$ cat config.mk
export PLATFORM = sky130hd
export DESIGN_NAME = cfeb_jtag_seq
export DESIGN_NICKNAME = d
export VERILOG_FILES = /design/src/rtl/cfeb_jtag_seq.sv
export SDC_FILE = /design/constraint.sdc
export NUM_CORES = 1
export LEC_CHECK = 0
export BUFFER_PORTS_ARGS = -buffer_cell sky130_fd_sc_hd__buf_2
export CORE_ASPECT_RATIO = 0.7
export CORE_MARGIN = 2
export CORE_UTILIZATION = 46
export CTS_CLUSTER_DIAMETER = 120
export DETAILED_ROUTE_END_ITERATION = 10
export HOLD_SLACK_MARGIN = 0.03
export PLACE_DENSITY = 0.86
export SLEW_MARGIN = 25
export SYNTH_ARGS = -nofsm -noshare
export SYNTH_HDL_FRONTEND = slang
export SYNTH_SLANG_ARGS = --single-unit
$ cat constraint.sdc
create_clock -name FASTCLK -period 1.8 [get_ports FASTCLK]
set_clock_uncertainty 0.15 [all_clocks]
set_input_delay 0.18 -clock FASTCLK [delete_from_list [all_inputs] [get_ports FASTCLK]]
set_output_delay 0.18 -clock FASTCLK [all_outputs]
set_load 0.02 [all_outputs]
$ cat src/rtl/cfeb_jtag_seq.sv
// Sequences multi-chunk JTAG shifts through the CFEB JTAG engine: each chunk
// is a shift command followed by a readback command, with strobe/ack handshakes.
module cfeb_jtag_seq #(
  parameter int TMO_CYC = 1023,
  parameter int GAP_CYC = 2
) (
  input  logic        FASTCLK,
  input  logic        RST,
  input  logic        GO,
  input  logic        INSTR,
  input  logic        HEAD,
  input  logic        TAIL,
  input  logic [9:0]  NBITS,
  input  logic [15:0] WD_DATA,
  input  logic        WD_VALID,
  output logic        WD_READY,
  output logic [15:0] RD_DATA,
  output logic        RD_VALID,
  input  logic        RD_READY,
  output logic        JT_STROBE,
  output logic [9:0]  JT_COMMAND,
  output logic [15:0] JT_INDATA,
  input  logic        JT_ACK,
  input  logic [15:0] JT_OUTDATA,
  output logic        BUSY,
  output logic        DONE,
  output logic        ERR
);

  localparam int TMAX = (TMO_CYC > GAP_CYC) ? TMO_CYC : GAP_CYC;
  localparam int TW   = $clog2(TMAX + 1);

  typedef enum logic [2:0] {
    IDLE   = 3'd0,
    FETCH  = 3'd1,
    SH_STB = 3'd2,
    SH_REL = 3'd3,
    RB_STB = 3'd4,
    RB_REL = 3'd5,
    PUSH   = 3'd6,
    GAP    = 3'd7
  } state_t;

  state_t        state_q;
  logic [TW-1:0] tmo_q;
  logic [9:0]    rem_q;
  logic          first_q;
  logic          instr_q;
  logic          head_q;
  logic          tail_q;
  logic          wd_ready_q;
  logic          rd_valid_q;
  logic          jt_strobe_q;
  logic          busy_q;
  logic          done_q;
  logic          err_q;
  logic [9:0]    jt_command_q;
  logic [15:0]   jt_indata_q;
  logic [15:0]   rd_data_q;

  logic          last_s;
  logic          wait_s;
  logic          tmo_hit_s;
  logic          gap_ok_s;
  logic [3:0]    cnt_m1_s;
  logic [9:0]    rem_d;
  logic [9:0]    shift_cmd_d;

  // Chunk sizing, shift-command encoding and timeout/gap qualifiers
  always_comb begin
    last_s      = (rem_q <= 10'd16);
    cnt_m1_s    = last_s ? (rem_q[3:0] - 4'd1) : 4'hF;
    rem_d       = last_s ? 10'd0 : (rem_q - 10'd16);
    shift_cmd_d = {cnt_m1_s, 3'b000, instr_q, last_s & tail_q, first_q & head_q};
    wait_s      = (state_q == SH_STB) || (state_q == SH_REL) ||
                  (state_q == RB_STB) || (state_q == RB_REL);
    tmo_hit_s   = wait_s && (tmo_q == TW'(TMO_CYC));
    gap_ok_s    = (tmo_q >= TW'(GAP_CYC));
  end

  // Sequencer FSM; the strobe rises one cycle after command/data are loaded
  always_ff @(posedge FASTCLK) begin
    if (RST) begin
      state_q      <= IDLE;
      tmo_q        <= '0;
      rem_q        <= 10'd0;
      first_q      <= 1'b0;
      instr_q      <= 1'b0;
      head_q       <= 1'b0;
      tail_q       <= 1'b0;
      wd_ready_q   <= 1'b0;
      rd_valid_q   <= 1'b0;
      jt_strobe_q  <= 1'b0;
      busy_q       <= 1'b0;
      done_q       <= 1'b0;
      err_q        <= 1'b0;
      jt_command_q <= 10'd0;
      jt_indata_q  <= 16'd0;
      rd_data_q    <= 16'd0;
    end else begin
      done_q <= 1'b0;
      tmo_q  <= wait_s ? (tmo_q + TW'(1)) : '0;
      if (tmo_hit_s) begin
        err_q       <= 1'b1;
        jt_strobe_q <= 1'b0;
        rem_q       <= 10'd0;
        busy_q      <= 1'b0;
        tmo_q       <= '0;
        state_q     <= IDLE;
      end else begin
        case (state_q)
          IDLE: begin
            if (GO) begin
              if (NBITS == 10'd0) begin
                err_q <= 1'b1;
              end else begin
                err_q      <= 1'b0;
                rem_q      <= NBITS;
                first_q    <= 1'b1;
                instr_q    <= INSTR;
                head_q     <= HEAD;
                tail_q     <= TAIL;
                wd_ready_q <= 1'b1;
                busy_q     <= 1'b1;
                state_q    <= FETCH;
              end
            end
          end
          FETCH: begin
            if (WD_VALID && wd_ready_q) begin
              wd_ready_q   <= 1'b0;
              jt_indata_q  <= WD_DATA;
              jt_command_q <= shift_cmd_d;
              rem_q        <= rem_d;
              first_q      <= 1'b0;
              state_q      <= SH_STB;
            end
          end
          SH_STB: begin
            if (!jt_strobe_q) begin
              jt_strobe_q <= 1'b1;
            end else if (JT_ACK) begin
              jt_strobe_q <= 1'b0;
              tmo_q       <= '0;
              state_q     <= SH_REL;
            end
          end
          SH_REL: begin
            if (!JT_ACK && gap_ok_s) begin
              jt_command_q <= 10'd5;
              tmo_q        <= '0;
              state_q      <= RB_STB;
            end
          end
          // The readback ack is withheld until the shift finishes in the engine
          RB_STB: begin
            if (!jt_strobe_q) begin
              jt_strobe_q <= 1'b1;
            end else if (JT_ACK) begin
              rd_data_q   <= JT_OUTDATA;
              jt_strobe_q <= 1'b0;
              tmo_q       <= '0;
              state_q     <= RB_REL;
            end
          end
          RB_REL: begin
            if (!JT_ACK && gap_ok_s) begin
              rd_valid_q <= 1'b1;
              tmo_q      <= '0;
              state_q    <= PUSH;
            end
          end
          PUSH: begin
            if (RD_READY && rd_valid_q) begin
              rd_valid_q <= 1'b0;
              if (rem_q != 10'd0) begin
                wd_ready_q <= 1'b1;
                state_q    <= FETCH;
              end else begin
                done_q  <= 1'b1;
                state_q <= GAP;
              end
            end
          end
          GAP: begin
            busy_q  <= 1'b0;
            state_q <= IDLE;
          end
          default: begin
            busy_q  <= 1'b0;
            state_q <= IDLE;
          end
        endcase
      end
    end
  end

  assign WD_READY   = wd_ready_q;
  assign RD_DATA    = rd_data_q;
  assign RD_VALID   = rd_valid_q;
  assign JT_STROBE  = jt_strobe_q;
  assign JT_COMMAND = jt_command_q;
  assign JT_INDATA  = jt_indata_q;
  assign BUSY       = busy_q;
  assign DONE       = done_q;
  assign ERR        = err_q;

endmodule
==> reports/qor.txt <==
Outcome -> finished with violations
Failing checks -> setup timing
Mean area per synthesized cell -> 8.55 um2
Worst setup path class -> register to register
Port bufs -> 95
Leakage Power -> 2.35 nW
CP max stage delay -> 350 ps
Gr usage total -> 0.281
Power Density -> 1140 nW/um2
Met1 usage -> 0.322
CTS tree -> yes
Worst-path clk slew -> 80 ps
Final setup violation count -> 41
Row count -> 25
Synth Instances -> 376
Crit-path max FO -> 8
Die H -> 73.9 um
Setup slack at placement -> -309 ps
Hold Violations, Final -> 0
Initial antenna violation count -> 1
Vias per cell -> 5.45
Adder-cell area share of the yosys netlist -> 0.0234
Top cell type's share of synthesized area -> 0.449
Root buf cell -> clkbuf_8
Synth area leader -> dfxtp_1
Mux contribution to synthesized area -> 0.0748
Max cap viols -> 0
Max VDD drop -> 0.000540 V
Die width -> 104 um
RSZ-0062 raised after global routing -> yes
Nets -> 640
Sink Count -> 72
Setup TNS -> -3790 ps
# IOs -> 99
Full die area -> 7680 um2
Drt first pass iters -> 7
Post-DRT Antenna Nets -> 0
Met2 usage -> 0.503
CTS buffer count -> 9
Fin crit period -> 1980 ps
Final WS setup -> -176 ps
Grt met3 use -> 0.0807
Crit path max-delay family -> buffers and inverters
P&R area growth vs syn -> 69.9%
Largest net degree at the start of global routing -> 32
Sequential-to-total area share from yosys stat -> 0.449
Post-Synth XOR/XNOR Area -> 0.0350
Total core area -> 6760 um2
Hold Crit Class -> input pin to register
Fmax -> 0.506 GHz
CTS H-Tree Depth -> 3
Critical Path RT -> 1890 ps
Drt total wl -> 12,400 um
Fin. max-slew vios -> 0
Drt wl/cell -> 18.2 um
Simple-gate share of the synthesized area -> 0.226
Placer congestion estimate -> 0.876
Hold Path Depth -> 4
Largest family of logic cells by synthesized area -> simple AND/OR/NAND/NOR gates
CP most frequent cell -> buf_6
Vias -> 3,724
Layout cells sized above 1 -> 0.461
Fill count -> 385
Reg area -> 1460 um2
Initial Util -> 0.476
Compound-cell area share of the yosys netlist -> 0.143
Path depth of the worst reg2reg path -> 8
YS warnings -> 0
Reg2reg end -> RD_DATA[2]
Mapped Area -> 3210 um2
CP Cell Sequence -> buf_6, xor2_4, and3_4, a211oi_4, buf_6, buf_12, mux2i_4, nor2_1
R2R Setup Slk -> -180 ps
Largest cells by area after synthesis -> dfxtp_1 (45%), nand2_1 (7.6%), mux2i_1 (7.5%), a21oi_1 (5.8%), nor2_1 (5.5%)
First-pass GRT wire length -> 16,700 um
Grt peak-use layer -> met2
Final HPWL DP -> 6330 um
Register bit total from synthesis -> 72
Area taken by multi-input logic gates -> 2050 um2
GRT overflow -> 0
CP bufs+invs -> 3
Distinct cells, synth -> 47
WHS -> 26.6 ps
Startpoint types -> register
Worst R2R Start -> state_q[2]
Worst-Skew Late Latency -> 370 ps
Fin crit share -> 1.10
Critical path data arrival time -> 2070 ps
DR DRC count -> 0
Vias in the first global route -> 3,510
Crit path capture type -> register
Detailed Route Iter0 Violations -> 264
Clock tree buffer depth -> 2
Worst Hold Endpoint -> rem_q[1]
Beginning of the worst hold path -> NBITS[1]
Slowest cell on the critical path -> dfxtp_2
[routing by layer]
| layer | share of wire | wire length (um) |
|---|---|---|
| met5 | 0 | 0 |
| met4 | 0.046 | 566 |
| met3 | 0.066 | 821 |
| met2 | 0.50 | 6140 |
| met1 | 0.39 | 4880 |
[kinds of logic (layout without fill, tap and decap cells)]
group,Yosys count,count (layout)
AND/OR/NAND/NOR,157,157
AO/OA/AOI/OAI,75,75
flip-flops,72,72
buffers and inverters,29,239
multiplexers,24,24
XOR/XNOR,12,12
adder cells (fa/ha/maj),6,6
other,1,4
[state kept, by name, summed over array words and instances (netlist names)]
signal      flops
JT_INDATA      16
RD_DATA        16
rem_q          10
tmo_q          10
JT_COMMAND      7
state_q         3
BUSY            1
DONE            1
ERR             1
JT_STROBE       1
RD_VALID        1
WD_READY        1
first_q         1
head_q          1
instr_q         1
tail_q          1
[synthesized netlist by cell type, drive strengths merged]
cell / n
nand3b: 1
a21oi: 37
o21a: 1
nor4b: 1
nor2b: 1
o22ai: 1
or4b: 2
nand3: 7
nor3: 13
or3: 3
nor2: 47
and2: 1
ha: 6
xnor2: 6
o211a: 1
buf: 11
a31oi: 7
nor3b: 1
mux2i: 24
dfxtp: 72
o41ai: 2
and3: 1
nand2: 65
conb: 1
or2: 1
o32ai: 1
o31ai: 2
nor4: 5
or3b: 1
a221oi: 1
a21o: 1
nor4bb: 1
nand2b: 3
o21ai: 14
o211ai: 1
clkbuf: 11
nand4: 3
xor2: 6
inv: 7
a211oi: 6
[cells in the final DEF (no fill, tap or decap), drive strengths merged, types with 7 or more instances in the layout]
master,instances
o21ai,14
dfxtp,72
a31oi,7
nand3,7
mux2i,24
nor3,13
nor2,47
dlygate4sd3,37
buf,179
a21oi,37
inv,10
clkbuf,9
nand2,65
[worst min-delay path: stages]
cell and delay [ps]:
buf_2 110, buf_4 120, nand2_2 50, a21oi_2 50
[how the worst max path moves through the flow]
stage	slack [ps]	startpoint	cells after the start	endpoint
after detailed placement	-310	NBITS[8]	7	rem_q[4]
final	-180	state_q[2]	8	RD_DATA[2]
after global routing	-230	state_q[2]	7	state_q[1]
after CTS	-80	state_q[2]	8	RD_DATA[13]
after global placement	-250	NBITS[8]	7	rem_q[9]
after floorplan	-70	state_q[1]	7	RD_DATA[10]
[final cells by class]
class | instances | share of cell area
antenna | 1 | 0.000458
clock inverter | 7 | 0.0142
inverter | 7 | 0.00527
sequential | 72 | 0.268
tap | 94 | 0.0215
multi-input combinational | 277 | 0.375
timing repair buffer | 216 | 0.293
clock buffer | 9 | 0.0227
[metrics by stage]
| stage | cells | utilization | power (mW) | cell area, um2 |
|---|---|---|---|---|
| floorplan | 378 | - | 3.06 | 3250 |
| global placement | 603 | 0.616 | 3.73 | 4170 |
| detailed placement | 603 | 0.616 | 3.78 | 4170 |
| CTS | 669 | 0.748 | 5.49 | 5050 |
| global route | 683 | 0.808 | 6.44 | 5460 |
| finish | 683 | 0.808 | 6.22 | 5460 |
[power by group]
| group | switching, mW | internal, mW |
|---|---|---|
| Clock | 0.688 | 0.654 |
| Sequential | 0.170 | 1.78 |
| Combinational | 1.56 | 1.36 |
| Total | 2.42 | 3.80 |
[timing repair]
action,CTS,global route
pin swaps,15,31
gates cloned,2,0
endpoints found under the hold margin,37,0
hold buffers,37,0
setup endpoints to repair,49,62
setup buffers,11,13
gates resized for setup,45,64
(Power assumes the default switching activity.)
